### src/rtl/hdop_pkg.sv
// Shared encodings for the hdop hypervector datapath and its command sequencer.
// Used by the sequencer, the funct7 decoder and the MAP wrapper.
package hdop_pkg;

    localparam logic [6:0] F7_HOLD      = 7'd0;
    localparam logic [6:0] F7_PERM      = 7'd1;
    localparam logic [6:0] F7_LOAD_CA90 = 7'd2;
    localparam logic [6:0] F7_LOAD_BUND = 7'd3;
    localparam logic [6:0] F7_BIND_CA90 = 7'd4;
    localparam logic [6:0] F7_BIND_BUND = 7'd5;

    typedef enum logic [1:0] {
        OP_HOLD = 2'b00,
        OP_LOAD = 2'b01,
        OP_BIND = 2'b10,
        OP_PERM = 2'b11
    } op_sel_e;

    typedef enum logic {
        SRC_CA90 = 1'b0,
        SRC_BUND = 1'b1
    } src_sel_e;

    typedef enum logic [1:0] {
        StIdle,
        StIssue,
        StWait,
        StResp
    } seq_state_e;

endpackage

### src/rtl/hdop_decode.sv
// Combinational funct7 decoder: maps an operation code onto hdop source/op selects.
// Illegal codes decode to HOLD from the bundler so the datapath is never disturbed.
module hdop_decode
    import hdop_pkg::*;
(
    input  logic [6:0] funct7_i,
    output src_sel_e   src_sel_o,
    output op_sel_e    op_sel_o,
    output logic       legal_o
);

    always_comb begin
        src_sel_o = SRC_BUND;
        op_sel_o  = OP_HOLD;
        legal_o   = 1'b1;
        case (funct7_i)
            F7_HOLD: begin
                src_sel_o = SRC_BUND;
                op_sel_o  = OP_HOLD;
            end
            F7_PERM: begin
                src_sel_o = SRC_BUND;
                op_sel_o  = OP_PERM;
            end
            F7_LOAD_CA90: begin
                src_sel_o = SRC_CA90;
                op_sel_o  = OP_LOAD;
            end
            F7_LOAD_BUND: begin
                src_sel_o = SRC_BUND;
                op_sel_o  = OP_LOAD;
            end
            F7_BIND_CA90: begin
                src_sel_o = SRC_CA90;
                op_sel_o  = OP_BIND;
            end
            F7_BIND_BUND: begin
                src_sel_o = SRC_BUND;
                op_sel_o  = OP_BIND;
            end
            default: legal_o = 1'b0;
        endcase
    end

endmodule

### src/rtl/hdop_cmd_seq.sv
// Command sequencer for hdop: accepts one command, issues its op N times, waits out the
// datapath latency and returns the result over a valid/ready response channel.
module hdop_cmd_seq
    import hdop_pkg::*;
#(
    parameter int unsigned HDOP_LAT = 1,
    parameter int unsigned CNT_W    = 8
) (
    input  logic             clk,
    input  logic             rst,
    input  logic             cmd_valid,
    output logic             cmd_ready,
    input  logic [6:0]       cmd_funct7,
    input  logic [63:0]      cmd_rs1,
    input  logic [63:0]      cmd_rs2,
    input  logic [CNT_W-1:0] cmd_count,
    output logic             resp_valid,
    input  logic             resp_ready,
    output logic [63:0]      resp_rd,
    output logic             resp_err,
    output logic             busy,
    output logic [63:0]      hd_rs1,
    output logic [63:0]      hd_rs2,
    output logic             hd_src_sel,
    output logic [1:0]       hd_op_sel,
    input  logic [63:0]      hd_rd
);

    localparam int unsigned LAT_W = $clog2(HDOP_LAT + 1);

    seq_state_e       state_q, state_d;
    logic [CNT_W-1:0] cnt_q, cnt_d;
    logic [LAT_W-1:0] lat_q, lat_d;
    src_sel_e         src_q, src_d;
    op_sel_e          op_q, op_d;
    logic [63:0]      rs1_q, rs1_d;
    logic [63:0]      rs2_q, rs2_d;
    logic [63:0]      resp_rd_q, resp_rd_d;
    logic             resp_err_q, resp_err_d;
    logic             resp_valid_q, resp_valid_d;
    logic             cmd_ready_q, cmd_ready_d;
    logic             busy_q, busy_d;
    src_sel_e         hd_src_q, hd_src_d;
    op_sel_e          hd_op_q, hd_op_d;

    src_sel_e dec_src;
    op_sel_e  dec_op;
    logic     dec_legal;

    hdop_decode u_decode (
        .funct7_i  (cmd_funct7),
        .src_sel_o (dec_src),
        .op_sel_o  (dec_op),
        .legal_o   (dec_legal)
    );

    always_comb begin
        state_d    = state_q;
        cnt_d      = cnt_q;
        lat_d      = lat_q;
        src_d      = src_q;
        op_d       = op_q;
        rs1_d      = rs1_q;
        rs2_d      = rs2_q;
        resp_rd_d  = resp_rd_q;
        resp_err_d = resp_err_q;

        unique case (state_q)
            StIdle: begin
                if (cmd_valid && cmd_ready_q) begin
                    rs1_d = cmd_rs1;
                    rs2_d = cmd_rs2;
                    src_d = dec_src;
                    op_d  = dec_op;
                    cnt_d = (cmd_count == '0) ? CNT_W'(1) : cmd_count;
                    if (dec_legal) begin
                        state_d = StIssue;
                    end else begin
                        state_d    = StResp;
                        resp_rd_d  = '0;
                        resp_err_d = 1'b1;
                    end
                end
            end
            StIssue: begin
                // cnt_q counts issues still owed, including the current cycle
                if (cnt_q == CNT_W'(1)) begin
                    state_d = StWait;
                    lat_d   = LAT_W'(HDOP_LAT);
                end else begin
                    cnt_d = cnt_q - CNT_W'(1);
                end
            end
            StWait: begin
                if (lat_q == LAT_W'(1)) begin
                    state_d    = StResp;
                    resp_rd_d  = hd_rd;
                    resp_err_d = 1'b0;
                end else begin
                    lat_d = lat_q - LAT_W'(1);
                end
            end
            StResp: begin
                if (resp_ready) begin
                    state_d = StIdle;
                end
            end
        endcase

        // Outputs are registered from the next state so they line up with it exactly.
        cmd_ready_d  = (state_d == StIdle);
        resp_valid_d = (state_d == StResp);
        busy_d       = (state_d != StIdle);
        hd_op_d      = (state_d == StIssue) ? op_d : OP_HOLD;
        hd_src_d     = (state_d == StIssue) ? src_d : SRC_BUND;
    end

    always_ff @(posedge clk or negedge rst) begin
        if (!rst) begin
            state_q      <= StIdle;
            cnt_q        <= '0;
            lat_q        <= '0;
            src_q        <= SRC_BUND;
            op_q         <= OP_HOLD;
            rs1_q        <= '0;
            rs2_q        <= '0;
            resp_rd_q    <= '0;
            resp_err_q   <= 1'b0;
            resp_valid_q <= 1'b0;
            cmd_ready_q  <= 1'b0;
            busy_q       <= 1'b0;
            hd_src_q     <= SRC_BUND;
            hd_op_q      <= OP_HOLD;
        end else begin
            state_q      <= state_d;
            cnt_q        <= cnt_d;
            lat_q        <= lat_d;
            src_q        <= src_d;
            op_q         <= op_d;
            rs1_q        <= rs1_d;
            rs2_q        <= rs2_d;
            resp_rd_q    <= resp_rd_d;
            resp_err_q   <= resp_err_d;
            resp_valid_q <= resp_valid_d;
            cmd_ready_q  <= cmd_ready_d;
            busy_q       <= busy_d;
            hd_src_q     <= hd_src_d;
            hd_op_q      <= hd_op_d;
        end
    end

    assign cmd_ready  = cmd_ready_q;
    assign resp_valid = resp_valid_q;
    assign resp_rd    = resp_rd_q;
    assign resp_err   = resp_err_q;
    assign busy       = busy_q;
    assign hd_rs1     = rs1_q;
    assign hd_rs2     = rs2_q;
    assign hd_src_sel = hd_src_q;
    assign hd_op_sel  = hd_op_q;

endmodule
### config.mk
export PLATFORM = sky130hd
export DESIGN_NAME = hdop_cmd_seq
export DESIGN_NICKNAME = d
export VERILOG_FILES = /design/src/rtl/hdop_pkg.sv /design/src/rtl/hdop_decode.sv /design/src/rtl/hdop_cmd_seq.sv
export SDC_FILE = /design/constraint.sdc
export NUM_CORES = 1
export LEC_CHECK = 0
export BUFFER_PORTS_ARGS = -buffer_cell sky130_fd_sc_hd__buf_2
export CORE_AREA = 2 2 158 160
export CTS_BUF_LIST = sky130_fd_sc_hd__clkbuf_4
export DETAILED_ROUTE_END_ITERATION = 10
export DIE_AREA = 0 0 160 162
export GPL_TIMING_DRIVEN = 0
export HOLD_SLACK_MARGIN = 0.03
export SKIP_LAST_GASP = 1
export SLEW_MARGIN = 30
export SYNTH_ARGS = -nofsm -noshare
export SYNTH_HDL_FRONTEND = slang
export SYNTH_SLANG_ARGS = --single-unit
export TNS_END_PERCENT = 10
### constraint.sdc
create_clock -name clk -period 1.9 [get_ports clk]
set_clock_uncertainty 0.2 [all_clocks]
set_input_delay 0.475 -clock clk [delete_from_list [all_inputs] [get_ports clk]]
set_output_delay 0.475 -clock clk [all_outputs]
set_load 0.02 [all_outputs]
# Yosys cells after proc, flatten, opt, wreduce, memory -nomap -nowiden
# Index checks and enable logic that the tools add are counted.
[op_classes]
n_addsub = 2
n_eq_ne = 16
n_mux = 30
n_reduce_logical = 17
[op_table]
columns = ["op", "n"]
rows = [
  ["64-bit 2-to-1 mux", 3],
  ["64-bit case mux with 2 select lines", 1],
  ["8-bit 2-to-1 mux", 3],
  ["2-bit 2-to-1 mux", 8],
  ["8-bit case mux with 2 select lines", 1],
  ["7-bit by 2-bit equality test with 1-bit output, second input constant", 2],
  ["7-bit by 3-bit equality test with 1-bit output, second input constant", 2],
  ["1-bit 2-to-1 mux", 10],
  ["2-bit != test, second input constant", 5],
  ["8-bit by 1-bit equality test with 1-bit output, second input constant", 1],
  ["8-bit zero test", 1],
  ["2-bit case mux with 4 select lines", 1],
  ["2-bit nonzero test", 4],
  ["8-bit by 1-bit subtractor with 8-bit output, second input constant", 1],
  ["7-bit by 1-bit equality test with 1-bit output, second input constant", 1],
  ["7-bit zero test", 1],
  ["2-bit equality test, second input constant", 3],
  ["2-bit case mux with 3 select lines", 1],
  ["2-bit OR reduction", 3],
  ["6-bit OR reduction", 1],
  ["2-bit by 1-bit equality test with 1-bit output, second input constant", 2],
  ["2-bit zero test", 2],
  ["1-bit case mux with 2 select lines", 2],
  ["2-bit AND reduction", 2],
  ["4 further kinds", 4],
]
[word_totals]
register_bits = 213
out_inout_bits = 199

# Longest topological paths before layout
[depth]
ltp_word = 8
depth_mapped = 7
depth_no_buf = 7

# Modules after synthesis
# From an unflattened synthesis, not the netlist that was laid out.
[unflattened]
cells_unflattened = 529
area_unflattened_um2 = 8237.9
[modules_own_cells]
columns = ["mod", "instances", "cells_each", "area_each_um2", "seq_area_each_um2"]
rows = [
  ["hdop_cmd_seq", 1, 521, 8189.1, 5332.6],
  ["hdop_decode", 1, 8, 48.8, 0.0],
]

# Least setup slack after synthesis
# No wires, ideal clock.
[synth_timing]
kind = "input to register"
startpoint = "input port cmd_funct7[6]"
endpoint = "register hd_src_q (netlist: hd_src_sel)"
setup_time_ns = 0.082
t_arrival_ns = 1.676
required_ns = 1.618
path_slack_ns = -0.058
path_stages = 4
path_buffers = 0
path_cell_list = "nor4_2 > a21oi_1 > or4_4 > or2_1"
[synth_via]
elab_chain_cells = 8
word_cells_on_any_way = 17
classes_between = "eq/ne (6); mux (8); reduce/logical (3)"
[synth_lines]
columns = ["item", "line", "text"]
rows = [
  ["start, declared", "hdop_cmd_seq.sv:13", "input logic [6:0] cmd_funct7,"],
  ["7-bit by 1-bit equality test with 1-bit output, or another cell as far along", "hdop_decode.sv:16", "case (funct7_i)"],
  ["6-bit OR reduction (no source line)", "n/a", ""],
  ["1-bit 2-to-1 mux", "hdop_decode.sv:16", ""],
  ["2-bit 2-to-1 mux", "hdop_cmd_seq.sv:76", "if (dec_legal) begin"],
  ["2-bit 2-to-1 mux", "hdop_cmd_seq.sv:70", "if (cmd_valid && cmd_ready_q) begin"],
  ["2-bit case mux with 4 select lines", "hdop_cmd_seq.sv:68", "unique case (state_q)"],
  ["2-bit by 1-bit equality test with 1-bit output", "hdop_cmd_seq.sv:115", "hd_src_d = (state_d == StIssue) ? src_d : SRC_BUND;"],
  ["1-bit 2-to-1 mux (*)", "hdop_cmd_seq.sv:115", ""],
  ["net hd_src_d", "hdop_cmd_seq.sv:43", "src_sel_e hd_src_q, hd_src_d;"],
  ["end signal, assigned", "hdop_cmd_seq.sv:147", "hd_src_q <= hd_src_d;"],
  ["end, declared", "hdop_cmd_seq.sv:43", ""],
]
# Mark *: on every way through the listed nets, which the timed path passes. The rest lies on a longest branch.
# A chain may end at the register's enable or synchronous reset.

# Final worst setup path
[layout_timing]
startpoint = "register state_q[0]"
endpoint = "register hd_src_q (netlist: hd_src_sel)"
[layout_via]
elab_chain_cells = 4
word_cells_on_any_way = 12
classes_between = "eq/ne (4); mux (7); reduce/logical (1)"
[layout_lines]
columns = ["item", "line", "text"]
rows = [
  ["start, declared", "hdop_cmd_seq.sv:31", "seq_state_e state_q, state_d;"],
  ["start signal, assigned", "hdop_cmd_seq.sv:120", "state_q <= StIdle;"],
  ["start signal, assigned", "hdop_cmd_seq.sv:135", "state_q <= state_d;"],
  ["2-bit equality test, or another cell as far along", "hdop_cmd_seq.sv:68", ""],
  ["2-bit case mux with 4 select lines", "hdop_cmd_seq.sv:68", ""],
  ["2-bit by 1-bit equality test with 1-bit output", "hdop_cmd_seq.sv:115", ""],
  ["1-bit 2-to-1 mux (*)", "hdop_cmd_seq.sv:115", ""],
  ["net hd_src_d", "hdop_cmd_seq.sv:43", ""],
]
# Marks and branches as above.

==> impl_metrics.env <==
export IMPL_status="finished with violations"
export IMPL_failed_checks="hold timing, setup timing"
export IMPL_synth_ff_type="dfrtp_1"
export IMPL_grt_ovfl_total=0
export IMPL_hold_path_class="in2reg"
export IMPL_final_max_slew_violation_count=0
export IMPL_vdd_ir_drop_max_uv=881
export IMPL_drt_first_pass_iters=5
export IMPL_postSynthAreaPerCell_sq_um=10.1
export IMPL_fin_nets=1693
export IMPL_rsz0062_at_grt="yes"
export IMPL_cts_tree="built"
export IMPL_worstHoldPathCells=4
export IMPL_relSlewSlack_pct=57.9
export IMPL_synth_fa_ha_area_share_pct=0.308
export IMPL_gp_congestion=0.808
export IMPL_async_reset_ff_share_pct=100
export IMPL_dr_total_vias=8446
export IMPL_antenna_found_initial=1
export IMPL_cp_max_fo=10
export IMPL_drive_gt1_share_pct=35.8
export IMPL_core_area_sq_um=24100
export IMPL_muxShareOfSynthArea_pct=0
export IMPL_grtUsageTotal_pct=22.8
export IMPL_start_util_pct=33.7
export IMPL_ys_seq_elements=213
export IMPL_endpoint_kind="flop"
export IMPL_period_share_pct=105
export IMPL_final_area_sq_um=13500
export IMPL_crit_chain="buf_6 > nor2b_4 > buf_6 > and3_1 > or4_4 > or2_1"
export IMPL_cts_root_buf="clkbuf_4"
export IMPL_synth_xor_area_share_pct=0.108
export IMPL_yosys_warnings=0
export IMPL_place_inst=1535
export IMPL_cp_common_cell="buf_6"
export IMPL_multi_input_area_sq_um=2590
export IMPL_fin_hold_ws_ns=-0.0246
export IMPL_cp_start_kind="flop"
export IMPL_synth_cell_types=50
export IMPL_maxCapViolCount=0
export IMPL_place_area_sq_um=10600
export IMPL_arrival_ns=2.38
export IMPL_clk_pin_slew_ns=0.07
export IMPL_grt_max_degree=85
export IMPL_fin_crit_ns=1.99
export IMPL_hold_viol=3
export IMPL_postRouteAntennaNets=0
export IMPL_routed_via_density=4.57
export IMPL_p_leak_uw=0.00748
export IMPL_worst_ep_required_time_ns=2.29
export IMPL_fmax_mhz=502
export IMPL_grt_pass1_vias=8827
export IMPL_worst_slew_pin_slew_ns=0.632
export IMPL_avgRoutedWirePerCell_um=16.2
export IMPL_power_density_nw_per_um2=1600
export IMPL_syn_cell_area_sq_um=8110
export IMPL_synth_compound_area_share_pct=9.62
export IMPL_syn_nets=1013
export IMPL_n_fill_cell=2063
export IMPL_reg2reg_depth=6
export IMPL_grt_pass1_wl_mm=46.7
export IMPL_insertion_delay_ns=0.65
export IMPL_ctsLongestPathBuffers=3
export IMPL_drc=0
export IMPL_setup_viol=13
export IMPL_io_pins=410
export IMPL_clock_sinks=213
export IMPL_die_h_um=162
export IMPL_synth_edf_count=0
export IMPL_crit_type="reg2reg"
export IMPL_critPathMaxStageDelay_ns=0.50
export IMPL_hold_buffers=206
export IMPL_ctsHtreeMaxLevel=2
export IMPL_die_area_sq_um=25900
export IMPL_drt_iter0_drc=510
export IMPL_layout_setup_ws_ns=-0.0928
export IMPL_place_hpwl_mm=19.2
export IMPL_syn_inst=800
export IMPL_ys_seq_area_share_pct=65.7
export IMPL_synth_simple_area_share_pct=21.3
export IMPL_register_area_sq_um=5330
export IMPL_area_delta_synth_final_pct=67.0
export IMPL_synth_top_family_by_area="simple AND/OR/NAND/NOR gates"
export IMPL_portBuffers=409
export IMPL_instances_no_fill=1850
export IMPL_crit_path_top_delay_cell="or4_4"
export IMPL_fin_util_pct=56.2
export IMPL_cts_buffers=57
export IMPL_die_x_um=160
export IMPL_rows=57
export IMPL_drt_wl_total_mm=30.0
-- state kept, by name (all words and copies together) (netlist names), 2 cells and up --
register   cells
cnt_q          8
hd_op_sel      2
hd_rs2        64
resp_rd       64
hd_rs1        64
state_q        2
op_q           2
-- worst max-delay path, delay by kind of cell (launching register included) --
family                 cells  cell delay, ns
buffers and inverters      2            0.27
flip-flops                 1            0.39
AND/OR/NAND/NOR            4            1.06
-- repair_timing --
item	CTS	global route
endpoints found under the setup margin	368	407
pin swaps	0	1
cloned	0	1
endpoints found under the hold margin	392	3
setup buffers	2	1
gates resized for setup	41	11
-- logic make-up after synthesis --
kind of cell	Yosys count
AO/OA/AOI/OAI	97
XOR/XNOR	1
adder cells (fa/ha/maj)	2
buffers and inverters	54
flip-flops	213
AND/OR/NAND/NOR	433
-- cells in the mapped netlist (2+ instances only) --
cell      number  area [sq um]
a21oi_1       10          50.1
a22o_1        64           561
a31oi_1        2          12.5
buf_1         11          41.3
buf_2         14          70.1
buf_6          2          22.5
clkbuf_1      20          75.1
dfrtp_1      211          5280
dfstp_2        2          52.6
ha_1           2          25.0
inv_1          7          26.3
nand2_1      401          1510
nand2b_1       2          12.5
nand3_1        2          10.0
nor2_1         6          22.5
nor3_1         2          10.0
nor4_1         3          18.8
nor4bb_1       2          20.0
o21ai_0        5          25.0
or2_1          2          12.5
-- worst paths after layout --
check	slack [ns]	endpoint	from
worst min register to register	0.27	hd_rs2[1]	hd_rs2[1]
max in group asynchronous	0.52	hd_rs1[34]	rst
min in group asynchronous	0.17	hd_rs1[53]	rst
worst min-delay path	-0.02	op_q[0]	cmd_funct7[6]
worst max register to register	-0.09	hd_src_sel	state_q[0]
worst max-delay path	-0.09	hd_src_sel	state_q[0]
-- routing by layer --
metal | track usage (%) | share of wire [%] | vias up
met1 | 25.4 | 38 | 3979
met4 | 9.25 | 3.2 | 0
met3 | 7.02 | 8.2 | 64
met2 | 40.6 | 51 | 386
li1 | - | - | 4017
met5 | 0 | 0 | -
-- cell type report --
| cell class | count | share of cell area [%] |
|---|---|---|
| multi-input cells | 533 | 19.1 |
| clock inverters | 27 | 0.776 |
| plain buffers | 47 | 2.23 |
| inverters | 7 | 0.194 |
| flip-flops and latches | 213 | 39.4 |
| diodes | 1 | 0.0185 |
| repair buffers | 621 | 31.1 |
| clock buffers | 77 | 4.27 |
| well taps | 324 | 2.99 |
-- report_power, final --
part           internal, uW  switching, uW
sequential             6760           1280
clock                  1890           1930
combinational          3650           6160
total                 12300           9370
-- cell usage in the layout (no fill, tap or decap), types with 2 or more instances in the layout --
cell           instances
dfrtp_1              210
clkinv_2               3
nand3_1                2
o21ai_0                5
dlygate4sd3_1        206
nand2b_1               2
dfstp_2                2
nor2_1                 6
buf_16                 2
clkbuf_2              11
a21oi_1               10
inv_1                  7
a31oi_1                2
clkinv_1              23
buf_6                  9
a22o_1                64
ha_1                   2
clkbuf_4              83
nor4bb_1               2
buf_2                418
nor4_1                 3
nand2_1              401
buf_4                  5
buf_1                  4
clkbuf_1               5
-- per-stage QoR --
| step | setup slack (ns) | hold slack [ns] | TNS (ns) | total power (uW) |
|---|---|---|---|---|
| global placement | -3.97 | 0.247 | -837.98 | 17000 |
| global route | -0.201 | -0.0646 | -24.01 | 23100 |
| CTS | -0.151 | -0.0910 | -13.56 | 21600 |
| detailed placement | -0.789 | 0.250 | -78.84 | 17200 |
| finish | -0.0928 | -0.0246 | -0.398 | 21700 |
| floorplan | 0.000475 | -0.0206 | 0 | 13500 |
Power figures use the tool's default switching activity.
